==> config.mk <==
export PLATFORM = sky130hd
export DESIGN_NAME = i2c_arb
export DESIGN_NICKNAME = d
export VERILOG_FILES = /design/src/rtl/i2c_pkg.sv /design/src/rtl/i2c_arb_rr_pick.sv /design/src/rtl/i2c_arb.sv
export SDC_FILE = /design/constraint.sdc
export NUM_CORES = 1
export LEC_CHECK = 0
export BUFFER_PORTS_ARGS = -buffer_cell sky130_fd_sc_hd__buf_2
export CAP_MARGIN = 20
export CELL_PAD_IN_SITES_DETAIL_PLACEMENT = 1
export CELL_PAD_IN_SITES_GLOBAL_PLACEMENT = 2
export CORE_MARGIN = 2
export CORE_UTILIZATION = 22
export DETAILED_ROUTE_END_ITERATION = 7
export GPL_ROUTABILITY_DRIVEN = 0
export PLACE_DENSITY = 0.79
export SLEW_MARGIN = 10
export SYNTH_ARGS = -nofsm -noshare
export SYNTH_HDL_FRONTEND = slang
export SYNTH_SLANG_ARGS = --single-unit
==> constraint.sdc <==
create_clock -name clk_i -period 1.65 [get_ports clk_i]
set_input_delay 0.4125 -clock clk_i [delete_from_list [all_inputs] [get_ports clk_i]]
set_output_delay 0.4125 -clock clk_i [all_outputs]
set_load 0.02 [all_outputs]
==> src/rtl/i2c_pkg.sv <==
// i2c_pkg: shared types for the I2C master arbiter.
//   REQ_W           - width of one packed requester command
//   i2c_req_t       - {daddr[6:0], wen, addr[7:0], data[7:0]}
//   i2c_arb_state_t - arbiter FSM states
package i2c_pkg;

    localparam int REQ_W = 24;

    typedef struct packed {
        logic [6:0] daddr;
        logic       wen;
        logic [7:0] addr;
        logic [7:0] data;
    } i2c_req_t;

    typedef enum logic [1:0] {
        ST_IDLE,
        ST_ISSUE,
        ST_WAIT,
        ST_RESP
    } i2c_arb_state_t;

endpackage

==> src/rtl/i2c_arb_rr_pick.sv <==
// rr_pick: combinational round-robin picker.
//   req_i - request vector
//   ptr_i - index of the last winner; search starts at ptr_i+1 (mod N)
//   idx_o - winning index (valid when vld_o)
//   vld_o - at least one request present
module rr_pick #(
    parameter int N  = 2,
    parameter int IW = $clog2(N)
) (
    input  logic [N-1:0]  req_i,
    input  logic [IW-1:0] ptr_i,
    output logic [IW-1:0] idx_o,
    output logic          vld_o
);

    logic [IW-1:0] cand;

    function automatic logic [IW-1:0] wrap(input int v);
        int r;
        r = v % N;
        return r[IW-1:0];
    endfunction

    // Walk from the farthest offset down to ptr+1 so the nearest
    // requesting index is the last one written and therefore wins.
    always_comb begin
        idx_o = '0;
        cand  = '0;
        vld_o = |req_i;
        for (int i = N; i >= 1; i--) begin
            cand = wrap(int'(ptr_i) + i);
            if (req_i[cand]) idx_o = cand;
        end
    end

endmodule

==> src/rtl/i2c_arb.sv <==
// i2c_arb: arbitrates N_REQ requesters onto one shared I2C master with
// exactly one transaction outstanding.
//   clk_i, rst_ni                    - clock, async active-low reset
//   req_val_i/req_i/req_rdy_o        - per-requester command channel
//   rsp_val_o/rsp_err_o/rsp_data_o   - response, rsp_val_o one-hot to grant
//   rsp_rdy_i                        - per-requester response accept
//   m_val_o/m_daddr_o/m_wen_o/
//   m_addr_o/m_data_o/m_rdy_i        - command side of the shared master
//   m_rsp_val_i/m_rsp_err_i/
//   m_rsp_data_i/m_rsp_rdy_o         - response side of the shared master
// Optional: define I2C_ARB_WDOG_EN to add a WDOG_CYCLES watchdog over
// ISSUE/WAIT that completes the transaction with err=1, data=0.
module i2c_arb
    import i2c_pkg::*;
#(
    parameter int N_REQ       = 2,
    parameter int WDOG_CYCLES = 1048576
) (
    input  logic                        clk_i,
    input  logic                        rst_ni,
    input  logic [N_REQ-1:0]            req_val_i,
    input  logic [N_REQ-1:0][REQ_W-1:0] req_i,
    output logic [N_REQ-1:0]            req_rdy_o,
    output logic [N_REQ-1:0]            rsp_val_o,
    output logic                        rsp_err_o,
    output logic [7:0]                  rsp_data_o,
    input  logic [N_REQ-1:0]            rsp_rdy_i,
    output logic                        m_val_o,
    output logic [6:0]                  m_daddr_o,
    output logic                        m_wen_o,
    output logic [7:0]                  m_addr_o,
    output logic [7:0]                  m_data_o,
    input  logic                        m_rdy_i,
    input  logic                        m_rsp_val_i,
    input  logic                        m_rsp_err_i,
    input  logic [7:0]                  m_rsp_data_i,
    output logic                        m_rsp_rdy_o
);

    localparam int GW = $clog2(N_REQ);

    i2c_arb_state_t state_q, state_d;
    logic [GW-1:0]  ptr_q, grant_q;
    i2c_req_t       req_q;
    logic           err_q;
    logic [7:0]     data_q;

    logic [GW-1:0]  pick_idx;
    logic           pick_vld;
    logic           wdog_hit;

    rr_pick #(.N(N_REQ), .IW(GW)) u_pick (
        .req_i (req_val_i),
        .ptr_i (ptr_q),
        .idx_o (pick_idx),
        .vld_o (pick_vld)
    );

`ifdef I2C_ARB_WDOG_EN
    localparam int WCW = $clog2(WDOG_CYCLES + 1);
    logic [WCW-1:0] wdog_cnt_q;

    // Held at zero in IDLE, so it is cleared on every entry to ISSUE.
    always_ff @(posedge clk_i or negedge rst_ni) begin
        if (!rst_ni)                                     wdog_cnt_q <= '0;
        else if (state_q == ST_IDLE)                     wdog_cnt_q <= '0;
        else if (state_q == ST_ISSUE || state_q == ST_WAIT) wdog_cnt_q <= wdog_cnt_q + 1'b1;
    end

    assign wdog_hit = (state_q == ST_ISSUE || state_q == ST_WAIT) &&
                      (wdog_cnt_q >= WCW'(WDOG_CYCLES - 1));
`else
    logic unused_wdog;
    assign unused_wdog = ^WDOG_CYCLES;
    assign wdog_hit    = 1'b0;
`endif

    // State register
    always_ff @(posedge clk_i or negedge rst_ni) begin
        if (!rst_ni) state_q <= ST_IDLE;
        else         state_q <= state_d;
    end

    // Next-state logic
    always_comb begin
        state_d = state_q;
        case (state_q)
            ST_IDLE:  if (pick_vld) state_d = ST_ISSUE;
            // Timeout wins over a same-cycle accept: the request is dropped.
            ST_ISSUE: if (wdog_hit) state_d = ST_RESP;
                      else if (m_rdy_i) state_d = ST_WAIT;
            ST_WAIT:  if (m_rsp_val_i || wdog_hit) state_d = ST_RESP;
            ST_RESP:  if (rsp_rdy_i[grant_q]) state_d = ST_IDLE;
            default:  state_d = ST_IDLE;
        endcase
    end

    // Transaction datapath registers
    always_ff @(posedge clk_i or negedge rst_ni) begin
        if (!rst_ni) begin
            ptr_q   <= GW'(N_REQ - 1);
            grant_q <= '0;
            req_q   <= '0;
            err_q   <= 1'b0;
            data_q  <= '0;
        end else begin
            if (state_q == ST_IDLE && pick_vld) begin
                grant_q <= pick_idx;
                req_q   <= i2c_req_t'(req_i[pick_idx]);
            end
            if (state_q == ST_WAIT && m_rsp_val_i) begin
                err_q  <= m_rsp_err_i;
                data_q <= m_rsp_data_i;
            end else if (wdog_hit) begin
                err_q  <= 1'b1;
                data_q <= 8'h00;
            end
            if (state_q == ST_RESP && rsp_rdy_i[grant_q]) ptr_q <= grant_q;
        end
    end

    // Outputs
    always_comb begin
        req_rdy_o   = '0;
        rsp_val_o   = '0;
        rsp_err_o   = 1'b0;
        rsp_data_o  = 8'h00;
        m_val_o     = 1'b0;
        m_rsp_rdy_o = 1'b0;
        case (state_q)
            ST_IDLE: begin
                req_rdy_o[pick_idx] = pick_vld;
                m_rsp_rdy_o         = 1'b1;   // drain stray master responses
            end
            ST_ISSUE: m_val_o = 1'b1;
            ST_WAIT:  m_rsp_rdy_o = 1'b1;
            ST_RESP: begin
                rsp_val_o[grant_q] = 1'b1;
                rsp_err_o          = err_q;
                rsp_data_o         = data_q;
            end
            default: ;
        endcase
    end

    assign m_daddr_o = req_q.daddr;
    assign m_wen_o   = req_q.wen;
    assign m_addr_o  = req_q.addr;
    assign m_data_o  = req_q.data;

endmodule
==> run summary, run 1 <==
Die width -> 94.7 µm
Commonest non-fill, non-tap cell in the layout -> buf_2
Worst endpoint required time -> 1.24 ns
Setup crit end kind -> primary output
Clock Path Buffers -> 2
Fin. max-slew vios -> 0
Met3 Use GR -> 0.0223
Global-route wire length before repair -> 7.77 mm
Seq cells post-synth -> 37
Post-route DRC -> 0
Post-synth top area cell -> dfrtp_1
Num CTS Buffers -> 5
Fmax -> 547 MHz
IO buf count -> 103
Rows -> 33
Die height -> 94.7 µm
Most frequent cells in the layout -> buf_2, dfrtp_1, nand2_1, mux2i_1, o21ai_1
Final ANT Viol Nets -> 0
# diodes -> 0
Mapped Area -> 1810 µm²
M1 GR Usage -> 0.123
PD cells -> 1870 nW/µm²
Initial core utilization -> 0.224
M2 GR Usage -> 0.207
Setup ws final -> -0.178 ns
Highest fanout seen on the critical path -> 14
CTS tree -> built
CTS H-Tree Depth -> 2
# setup viols final -> 16
Final nets -> 352
Vias -> 1607
Synth Area in Adders -> 0.0345
Max_slew headroom -> 0.734
HP Class -> in2async
Total power -> 5.20 mW
Synthesis Warnings -> 0
Synth Area in Simple Gates -> 0.119
Kind of critical path -> reg2out
Static leakage -> 1.46 nW
Placed insts -> 375
GRT busiest layer -> met2
Final wirelength -> 5.13 mm
Netlist cell types -> 23
Filler cells -> 982
Reg area -> 928 µm²
Share of layout cells above drive strength 1 -> 0.551
Initial DRC count -> 18
Worst-path clk slew -> 0.08 ns
Die Area -> 8980 µm²
Max_cap viols -> 0
Gr ovfl total -> 0
Syn avg cell area -> 11.0 µm²
Final setup TNS -> -1.94 ns
XOR/XNOR share of the synthesized area -> 0
Number of hold buffers added after CTS -> 0
I/O pin cnt -> 104
Gr usage total -> 0.111
Multi-input combinational cell area -> 917 µm²
Routed vias/inst -> 4.14
Worst skew pair latency -> 0.28 ns
Clock sinks -> 37
Syn-to-layout area delta -> 53.7%
Pre-CTS setup slack -> -0.0601 ns
Initial antenna violation count -> 0
Non-Filler Instances -> 388
Syn Inst Count -> 164
Failing checks -> negative setup slack
Placed Area -> 2540 µm²
Largest net degree at the start of global routing -> 35
Compound-Gate Fraction of Synth Area -> 0.0988
Largest family of logic cells by synthesized area -> multiplexers
Wire length per cell -> 13.2 µm
Drt first pass iters -> 3
Sequential share of the synthesized area -> 0.512
Slew of the pin with the lowest slew margin -> 0.399 ns
Fin area -> 2790 µm²
Yosys top cell area share -> 0.497
Detail Placement HPWL -> 3.97 mm
CTS root buffer -> clkbuf_8
Outcome -> finished, violations left
Startpoint types -> flip-flop
RSZ-0062 raised after global routing -> true
Hold Vio Cnt, Final -> 0
Final period utilization -> 1.11
CP Data Arrival Time -> 1.42 ns
Final min period -> 1.83 ns
Worst Clk Skew -> 0.00320 ns
Post-synthesis mux area share -> 0.208
Vias in the first global route -> 1641
Reg2reg setup slack -> -0.10 ns
Top cells by area, synth -> dfrtp_1, mux2i_1, o21ai_1
Maximum VDD drop -> 521 µV
Synth Net Count -> 234
Core ar. -> 8090 µm²
[layer usage]
layer | routed length [µm] | vias up
met4 | 74 | 0
met1 | 2020 | 766
met3 | 272 | 5
met2 | 2760 | 49
met5 | 0 | -
li1 | - | 787
[cells by family after synthesis]
group                    Yosys count
AND/OR/NAND/NOR                   45
flip-flops                        37
multiplexers                      36
AO/OA/AOI/OAI                     30
buffers and inverters             11
adder cells (fa/ha/maj)            5
[path summary, 6_finish.rpt]
kind	from	cells past startpoint	to
max	state_q[0]	4	rsp_val_o[0]
min	rst_ni	1	m_data_o[4]
max reg2reg	state_q[0]	5	state_q[1]
min reg2reg	m_daddr_o[4]	2	m_daddr_o[4]
max in group asynchronous	rst_ni	2	data_q[6]
min in group clk_i	m_rsp_data_i[1]	2	data_q[1]
[cell usage after synthesis]
master	count
ha_1	5
buf_4	2
nor3b_1	1
a21oi_1	2
nor2b_1	1
nand2_1	26
or2_2	1
and2b_2	2
nor2_1	3
inv_1	2
buf_2	1
mux2_4	1
o21ai_1	25
a21boi_1	1
and2_2	1
dfstp_2	1
a21o_2	1
mux2_2	9
clkbuf_1	6
mux2i_1	26
a2111oi_4	1
and2_1	10
dfrtp_1	36
[sequential cells by signal (all words and copies together), names as in the netlist]
name and flops:
grant_q 1, err_q 1, m_wen_o 1, m_addr_o 8, state_q 2, m_daddr_o 7
ptr_q 1, m_data_o 8, data_q 8
[area by class of cell]
cell class | count | share of cell area
multi-input combinational | 116 | 0.329
timing repair buffer | 120 | 0.246
tap | 105 | 0.0472
clock inverter | 1 | 0.0108
inverter | 2 | 0.00270
sequential | 37 | 0.333
clock buffer | 7 | 0.0310
[power by group]
| group | switching, mW | internal, mW |
|---|---|---|
| logic | 1.51 | 1.27 |
| clock network | 0.323 | 0.493 |
| registers | 0.246 | 1.36 |
[per-stage QoR]
stage,hold slack (ns),util
after floorplan,0.117,-
after global placement,0.362,0.314
after detailed placement,0.365,0.314
after CTS,0.0516,0.338
after global routing,0.0512,0.344
final,0.0437,0.344
[what timing repair did]
action	4_1_cts	5_1_grt
endpoints found under the setup margin	16	17
resized for setup	15	8
pin swaps	1	3
setup buffers	3	2
[critical path: stages, from the launching register on]
cell and delay [ns]:
dfrtp_1 0.42, buf_4 0.16, ha_4 0.19, and2b_2 0.21
buf_2 0.15
(Power assumes the default switching activity.)
==> run 2, diff against run 1 <==
--- a/config.mk
+++ b/config.mk
@@ -10,10 +10,11 @@
 export CELL_PAD_IN_SITES_DETAIL_PLACEMENT = 1
 export CELL_PAD_IN_SITES_GLOBAL_PLACEMENT = 2
 export CORE_MARGIN = 2
-export CORE_UTILIZATION = 22
+export CORE_UTILIZATION = 23
+export CTS_BUF_LIST = sky130_fd_sc_hd__clkbuf_2 sky130_fd_sc_hd__clkbuf_4 sky130_fd_sc_hd__clkbuf_8
 export DETAILED_ROUTE_END_ITERATION = 7
 export GPL_ROUTABILITY_DRIVEN = 0
-export PLACE_DENSITY = 0.79
+export PLACE_DENSITY = 0.82
 export SLEW_MARGIN = 10
 export SYNTH_ARGS = -nofsm -noshare
 export SYNTH_HDL_FRONTEND = slang
==> run 2 against run 1 <==
Compared with the run above: the run still ends with negative setup slack left; die area is 4.2% lower; hold slack improved by 0.045 ns; final cell count unchanged; global-route usage up 0.93 points; largest cell class is now multi-input combinational cells; worst setup slack gained 0.018 ns; register-to-register slack about the same; maximum frequency rose by 1.0%; routed wire length is 0.55% higher; highest routed layer unchanged; combinational power up 9.0%.
==> run summary, run 2 (synthesis gave the netlist of run 1 again) <==
Slew of the pin with the lowest slew margin -> 0.509 ns (+0.110 ns)
Vias -> 1617 (+0.62%)
Detail Placement HPWL -> 3.83 mm (-3.4%)
Wire length per cell -> 13.3 µm (+0.55%)
Core ar. -> 7690 µm² (-5.0%)
IO buf count -> 103 (unchanged)
Routed vias/inst -> 4.17 (+0.62%)
PD cells -> 1840 nW/µm² (-1.3%)
Final period utilization -> 1.10 (-0.0110)
Initial antenna violation count -> 0 (unchanged)
Fmax -> 552 MHz (+1.0%)
Worst-path cell chain -> buf_6 > ha_4 > buf_6 > and2_4 > buf_6
# diodes -> 0 (unchanged)
CP Data Arrival Time -> 1.40 ns (-0.02 ns)
Rows -> 32 (-3.0%)
Max_slew headroom -> 0.661 (-0.0733)
Worst-path clk slew -> 0.07 ns (about the same)
Clock Path Buffers -> 2 (unchanged)
Setup crit end kind -> primary output
Syn-to-layout area delta -> 60.2%
Global-route wire length before repair -> 8.18 mm (+5.2%)
Commonest non-fill, non-tap cell in the layout -> buf_2
Final min period -> 1.81 ns (-0.0182 ns)
Final setup TNS -> -1.62 ns (+0.322 ns)
CP max stage delay -> 0.41 ns (about the same)
Initial core utilization -> 0.236 (+0.0118)
Hold WS -> 0.0887 ns (+0.0450 ns)
Post-route DRC -> 0 (unchanged)
Die width -> 92.8 µm (-2.1%)
Gr usage total -> 0.120 (+0.00934)
Final nets -> 355 (+0.85%)
Share of layout cells above drive strength 1 -> 0.577 (+0.0257)
Placed Area -> 2550 µm² (+0.25%)
CTS root buffer -> clkbuf_8
Most frequent cells in the layout -> buf_2, dfrtp_1, nand2_1, mux2i_1, o21ai_1
Initial DRC count -> 44 (+26)
Hold Vio Cnt, Final -> 0 (unchanged)
Switching Share -> 0.395 (-0.00373)
Max_cap viols -> 0 (unchanged)
Static leakage -> 1.50 nW (+2.7%)
Net Switching -> 2.11 mW (+1.9%)
Largest net degree at the start of global routing -> 50 (+43%)
HP Class -> in2async
Clock sinks -> 37 (unchanged)
Most used cell, CP -> buf_6
Startpoint types -> flip-flop
Number of hold buffers added after CTS -> 0 (unchanged)
Maximum VDD drop -> 551 µV (+5.6%)
Final wirelength -> 5.16 mm (+0.55%)
Highest fanout seen on the critical path -> 8 (-6)
Outcome -> finished, violations left
Die Area -> 8600 µm² (-4.2%)
Fin area -> 2900 µm² (+4.2%)
Num CTS Buffers -> 5 (unchanged)
Final core occ -> 0.378 (+0.0334)
Sequential power share -> 0.305 (-0.005)
Gr ovfl total -> 0 (unchanged)
Vias in the first global route -> 1687 (+2.8%)
Worst Clk Skew -> 0.00621 ns (+0.00300 ns)
Comb pwr share -> 0.565 (+0.032)
Int Power -> 3.23 mW (+3.5%)
Kind of critical path -> reg2out
Failing checks -> negative setup slack
CTS tree -> built
Worst endpoint required time -> 1.24 ns (about the same)
Drt first pass iters -> 4 (+1)
# setup viols final -> 16 (unchanged)
Fin. max-slew vios -> 0 (unchanged)
Slowest CP cell -> dfrtp_1
Die height -> 92.8 µm (-2.1%)
CTS H-Tree Depth -> 2 (unchanged)
Setup ws final -> -0.160 ns (+0.0182 ns)
Final ANT Viol Nets -> 0 (unchanged)
Worst skew pair latency -> 0.29 ns (about the same)
RSZ-0062 raised after global routing -> true
Clock share of power -> 0.130 (-0.027)
Placed insts -> 370 (-1.3%)
I/O pin cnt -> 104 (unchanged)
Non-Filler Instances -> 388 (unchanged)
run 2: cell count changes in the layout (fill, tap and decap cells not counted):
cell | before | now
buf_6 | 5 | 19
buf_2 | 99 | 88
and2_1 | 9 | 4
and2_4 | 1 | 6
buf_12 | 1 | 3
buf_4 | 15 | 13
clkbuf_4 | 0 | 2
bufinv_16 | 1 | 0
clkbuf_1 | 1 | 0
run 2: power groups by stage:
stage	Combinational, mW	Sequential, mW	Clock, mW
3_3_place_gp	2.42	1.60	0
4_1_cts	2.76	1.62	0.739
2_1_floorplan	1.25	1.92	0
5_1_grt	3.29	1.70	0.772
3_5_place_dp	2.49	1.62	0
6_report	3.02	1.63	0.695
run 2: metal layers:
| metal | part of all wire | vias up | track usage |
|---|---|---|---|
| met5 | 0 | - | 0 |
| met4 | 0.011 | 0 | 0.0331 |
| met3 | 0.066 | 5 | 0.0391 |
| met2 | 0.55 | 49 | 0.223 |
| met1 | 0.38 | 767 | 0.130 |
| li1 | - | 796 | - |
run 2: final cells by class:
type	instances	area, µm²
fill	887	4780
multi-input combinational	116	930
tap	102	128
clock buffer	8	97.6
sequential	37	928
inverter	2	7.51
timing repair buffer	123	812
run 2: final timing paths:
| kind | from | to | slack (ns) | cells after the start |
|---|---|---|---|---|
| setup / recovery | state_q[0] | rsp_data_o[7] | -0.16 | 5 |
| setup reg to reg | state_q[0] | state_q[1] | -0.11 | 6 |
| hold reg to reg | m_addr_o[0] | m_addr_o[0] | 0.48 | 2 |
| max in group asynchronous | rst_ni | m_data_o[6] | 1.08 | 2 |
| min in group clk_i | m_rsp_data_i[1] | data_q[1] | 0.36 | 2 |
| hold / removal | rst_ni | state_q[0] | 0.09 | 1 |
run 2: through the flow:
stage               setup slack, ns  power (mW)
floorplan                   0.00345        3.17
global placement             0.0390        4.01
detailed placement          -0.0654        4.11
CTS                          -0.163        5.12
global route                 -0.213        5.76
finish                       -0.160        5.35
run 2: critical path: cells and delay by family, from the launching register on:
kind | cells | cell delay, ns
buffers and inverters | 3 | 0.38
DFF | 1 | 0.41
adders and majority gates | 1 | 0.18
and+or+nand+nor | 1 | 0.13
run 2: what timing repair did:
action,CTS,global route
hold endpoints to repair,0,0
pin swaps,2,6
setup buffers,5,5
resized for setup,22,34
endpoints found under the setup margin,16,17
==> run 3, diff against run 2 <==
--- a/config.mk
+++ b/config.mk
@@ -10,11 +10,11 @@
 export CELL_PAD_IN_SITES_DETAIL_PLACEMENT = 1
 export CELL_PAD_IN_SITES_GLOBAL_PLACEMENT = 2
 export CORE_MARGIN = 2
-export CORE_UTILIZATION = 23
+export CORE_UTILIZATION = 28
 export CTS_BUF_LIST = sky130_fd_sc_hd__clkbuf_2 sky130_fd_sc_hd__clkbuf_4 sky130_fd_sc_hd__clkbuf_8
 export DETAILED_ROUTE_END_ITERATION = 7
 export GPL_ROUTABILITY_DRIVEN = 0
-export PLACE_DENSITY = 0.82
+export PLACE_DENSITY = 0.93
 export SLEW_MARGIN = 10
 export SYNTH_ARGS = -nofsm -noshare
 export SYNTH_HDL_FRONTEND = slang
==> constraint.sdc (replaced) <==
create_clock -name clk_i -period 2.16 [get_ports clk_i]
set_input_delay 0.54 -clock clk_i [delete_from_list [all_inputs] [get_ports clk_i]]
set_output_delay 0.54 -clock clk_i [all_outputs]
set_load 0.02 [all_outputs]
==> run 3 against run 2 <==
Compared with the run above: the flow now finishes without violations; critical path type unchanged; clock power fell by 9.5%; sequential power fell by 25%; highest routed layer unchanged; largest power group unchanged; critical path depth fell by 1; final area fell by 12%; routed wire length fell by 13%; largest cell class is now registers; first-iteration DRC count fell by 6.8%; sequential share of layout area rose by 4.2 points; count of clock-buffer cells in the layout fell by 1; core utilization rose by 2.8 points.
==> run summary, run 3 (synthesis gave the netlist of run 1 again) <==
Outcome -> completed
Multi-input combinational cell area -> 860 µm² (-7.5%)
Die width -> 84.4 µm (-9.0%)
Hold WS -> 0.227 ns (+0.138 ns)
IO buf count -> 103 (unchanged)
Gr usage total -> 0.133 (+0.0126)
Reg-to-reg endpoint -> state_q[1]
Final period utilization -> 0.949
Net Switching -> 1.46 mW (-31%)
Die Area -> 7130 µm² (-17%)
# diodes -> 0 (unchanged)
Final ANT Viol Nets -> 0 (unchanged)
Slew of the pin with the lowest slew margin -> 0.529 ns (+0.0205 ns)
Core ar. -> 6310 µm² (-18%)
Gr ovfl total -> 0 (unchanged)
Rows -> 29 (-9.4%)
Final core occ -> 0.406 (+0.0285)
Largest net degree at the start of global routing -> 50 (unchanged)
Initial DRC count -> 41 (-6.8%)
Worst-path clk slew -> 0.07 ns (about the same)
Drt first pass iters -> 2 (-2)
Startpoint types -> flip-flop
Switching Share -> 0.403 (+0.00756)
Reg area -> 927 µm² (-0.13%)
Clock share of power -> 0.173 (+0.043)
Vias in the first global route -> 1677 (-0.59%)
Final nets -> 340 (-4.2%)
Total power -> 3.63 mW (-32%)
Most frequent cells in the layout -> buf_2, dfrtp_1, nand2_1, mux2i_1, o21ai_1
Reg2reg setup slack -> 0.36 ns (+0.47 ns)
Sequential power share -> 0.335 (+0.030)
Routed vias/inst -> 4.40 (+5.6%)
Wire length per cell -> 12.8 µm (-3.5%)
Global-route wire length before repair -> 7.59 mm (-7.2%)
Int Power -> 2.17 mW (-33%)
PD cells -> 1420 nW/µm² (-23%)
HP Class -> in2async
Number of hold buffers added after CTS -> 0 (unchanged)
Syn-to-layout area delta -> 41.5%
Detail Placement HPWL -> 3.51 mm (-8.3%)
Vias -> 1532 (-5.3%)
Worst skew pair latency -> 0.28 ns (about the same)
Filler cells -> 749 (-16%)
I/O pin cnt -> 104 (unchanged)
Hold Vio Cnt, Final -> 0 (unchanged)
RSZ-0062 raised after global routing -> false
CTS tree -> built
Highest fanout seen on the critical path -> 4 (-4)
Final setup TNS -> 0 ns (+1.62 ns)
Commonest non-fill, non-tap cell in the layout -> buf_2
Max_cap viols -> 0 (unchanged)
Die height -> 84.4 µm (-9.0%)
Initial antenna violation count -> 0 (unchanged)
Final min period -> 2.05 ns
CTS root buffer -> clkbuf_8
Num CTS Buffers -> 5 (unchanged)
Fmax -> 488 MHz
Initial core utilization -> 0.287 (+0.0513)
Maximum VDD drop -> 460 µV (-17%)
CP Data Arrival Time -> 1.51 ns (+0.11 ns)
Setup crit end kind -> primary output
Worst endpoint required time -> 1.62 ns (+0.38 ns)
Clock Path Buffers -> 2 (unchanged)
Reg2reg start -> state_q[1]
Comb pwr share -> 0.491 (-0.074)
CTS H-Tree Depth -> 2 (unchanged)
# setup viols final -> 0 (-16)
Final wirelength -> 4.46 mm (-13%)
Static leakage -> 1.39 nW (-7.1%)
Reg2reg path depth -> 5 (-1)
Max_slew headroom -> 0.647 (-0.0137)
Kind of critical path -> reg2out
Fin. max-slew vios -> 0 (unchanged)
Worst Clk Skew -> 0.00362 ns (-0.00259 ns)
Post-route DRC -> 0 (unchanged)
Share of layout cells above drive strength 1 -> 0.502 (-0.0751)
Clock sinks -> 37 (unchanged)
[run 3: cell count changes in the layout (fill, tap and decap cells not counted), sizes merged]
cell    change
clkbuf      -1
bufinv      +1
buf        -15
[run 3: worst max-delay path, cell delays in order, from the launching register on]
cell	delay (ns)
dfrtp_1	0.38
inv_1	0.10
ha_1	0.26
or2_2	0.32
buf_2	0.16
[run 3: stage by stage]
step	instances	area, µm²	setup WS [ns]
2_1_floorplan	164	1810	0.307
3_3_place_gp	338	2430	0.398
3_5_place_dp	338	2430	0.376
4_1_cts	346	2550	0.0410
5_1_grt	348	2560	0.0294
6_report	348	2560	0.110
[run 3: power by group through the flow]
stage                     clock [mW]  combinational (mW)  sequential, mW
final                          0.629                1.78            1.22
after global routing           0.680                1.98            1.27
after CTS                      0.659                1.79            1.23
after detailed placement           0                1.80            1.23
after global placement             0                1.73            1.22
after floorplan                    0               0.956            1.47
[run 3: final cells by class]
cell class	count	area share
Tap cell	77	0.0376
Clock inverter	1	0.0117
Multi-Input combinational cell	116	0.335
Sequential cell	37	0.362
Clock buffer	7	0.0351
Timing Repair Buffer	108	0.216
Inverter	2	0.00293
[run 3: worst max path at each step]
stage | startpoint | end | slack, ns | depth (start not counted)
after floorplan | req_val_i[1] | req_rdy_o[0] | 0.31 | 4
after global placement | state_q[1] | rsp_val_o[1] | 0.40 | 3
after detailed placement | state_q[1] | rsp_val_o[1] | 0.38 | 3
after CTS | state_q[1] | rsp_val_o[1] | 0.04 | 3
after global routing | state_q[0] | m_rsp_rdy_o | 0.03 | 4
final | state_q[0] | m_rsp_rdy_o | 0.11 | 4
[run 3: metal layers]
layer | vias up | track usage | routed length, µm
met5 | - | 0 | 0
met4 | 0 | 0.0346 | 43
met3 | 6 | 0.0403 | 316
met2 | 53 | 0.247 | 2330
met1 | 706 | 0.147 | 1780
li1 | 767 | - | -
[run 3: what timing repair did]
item	4_1_cts	5_1_grt
endpoints found under the hold margin	0	0
gates resized for setup	0	1
setup buffers	0	2
setup endpoints to repair	0	12
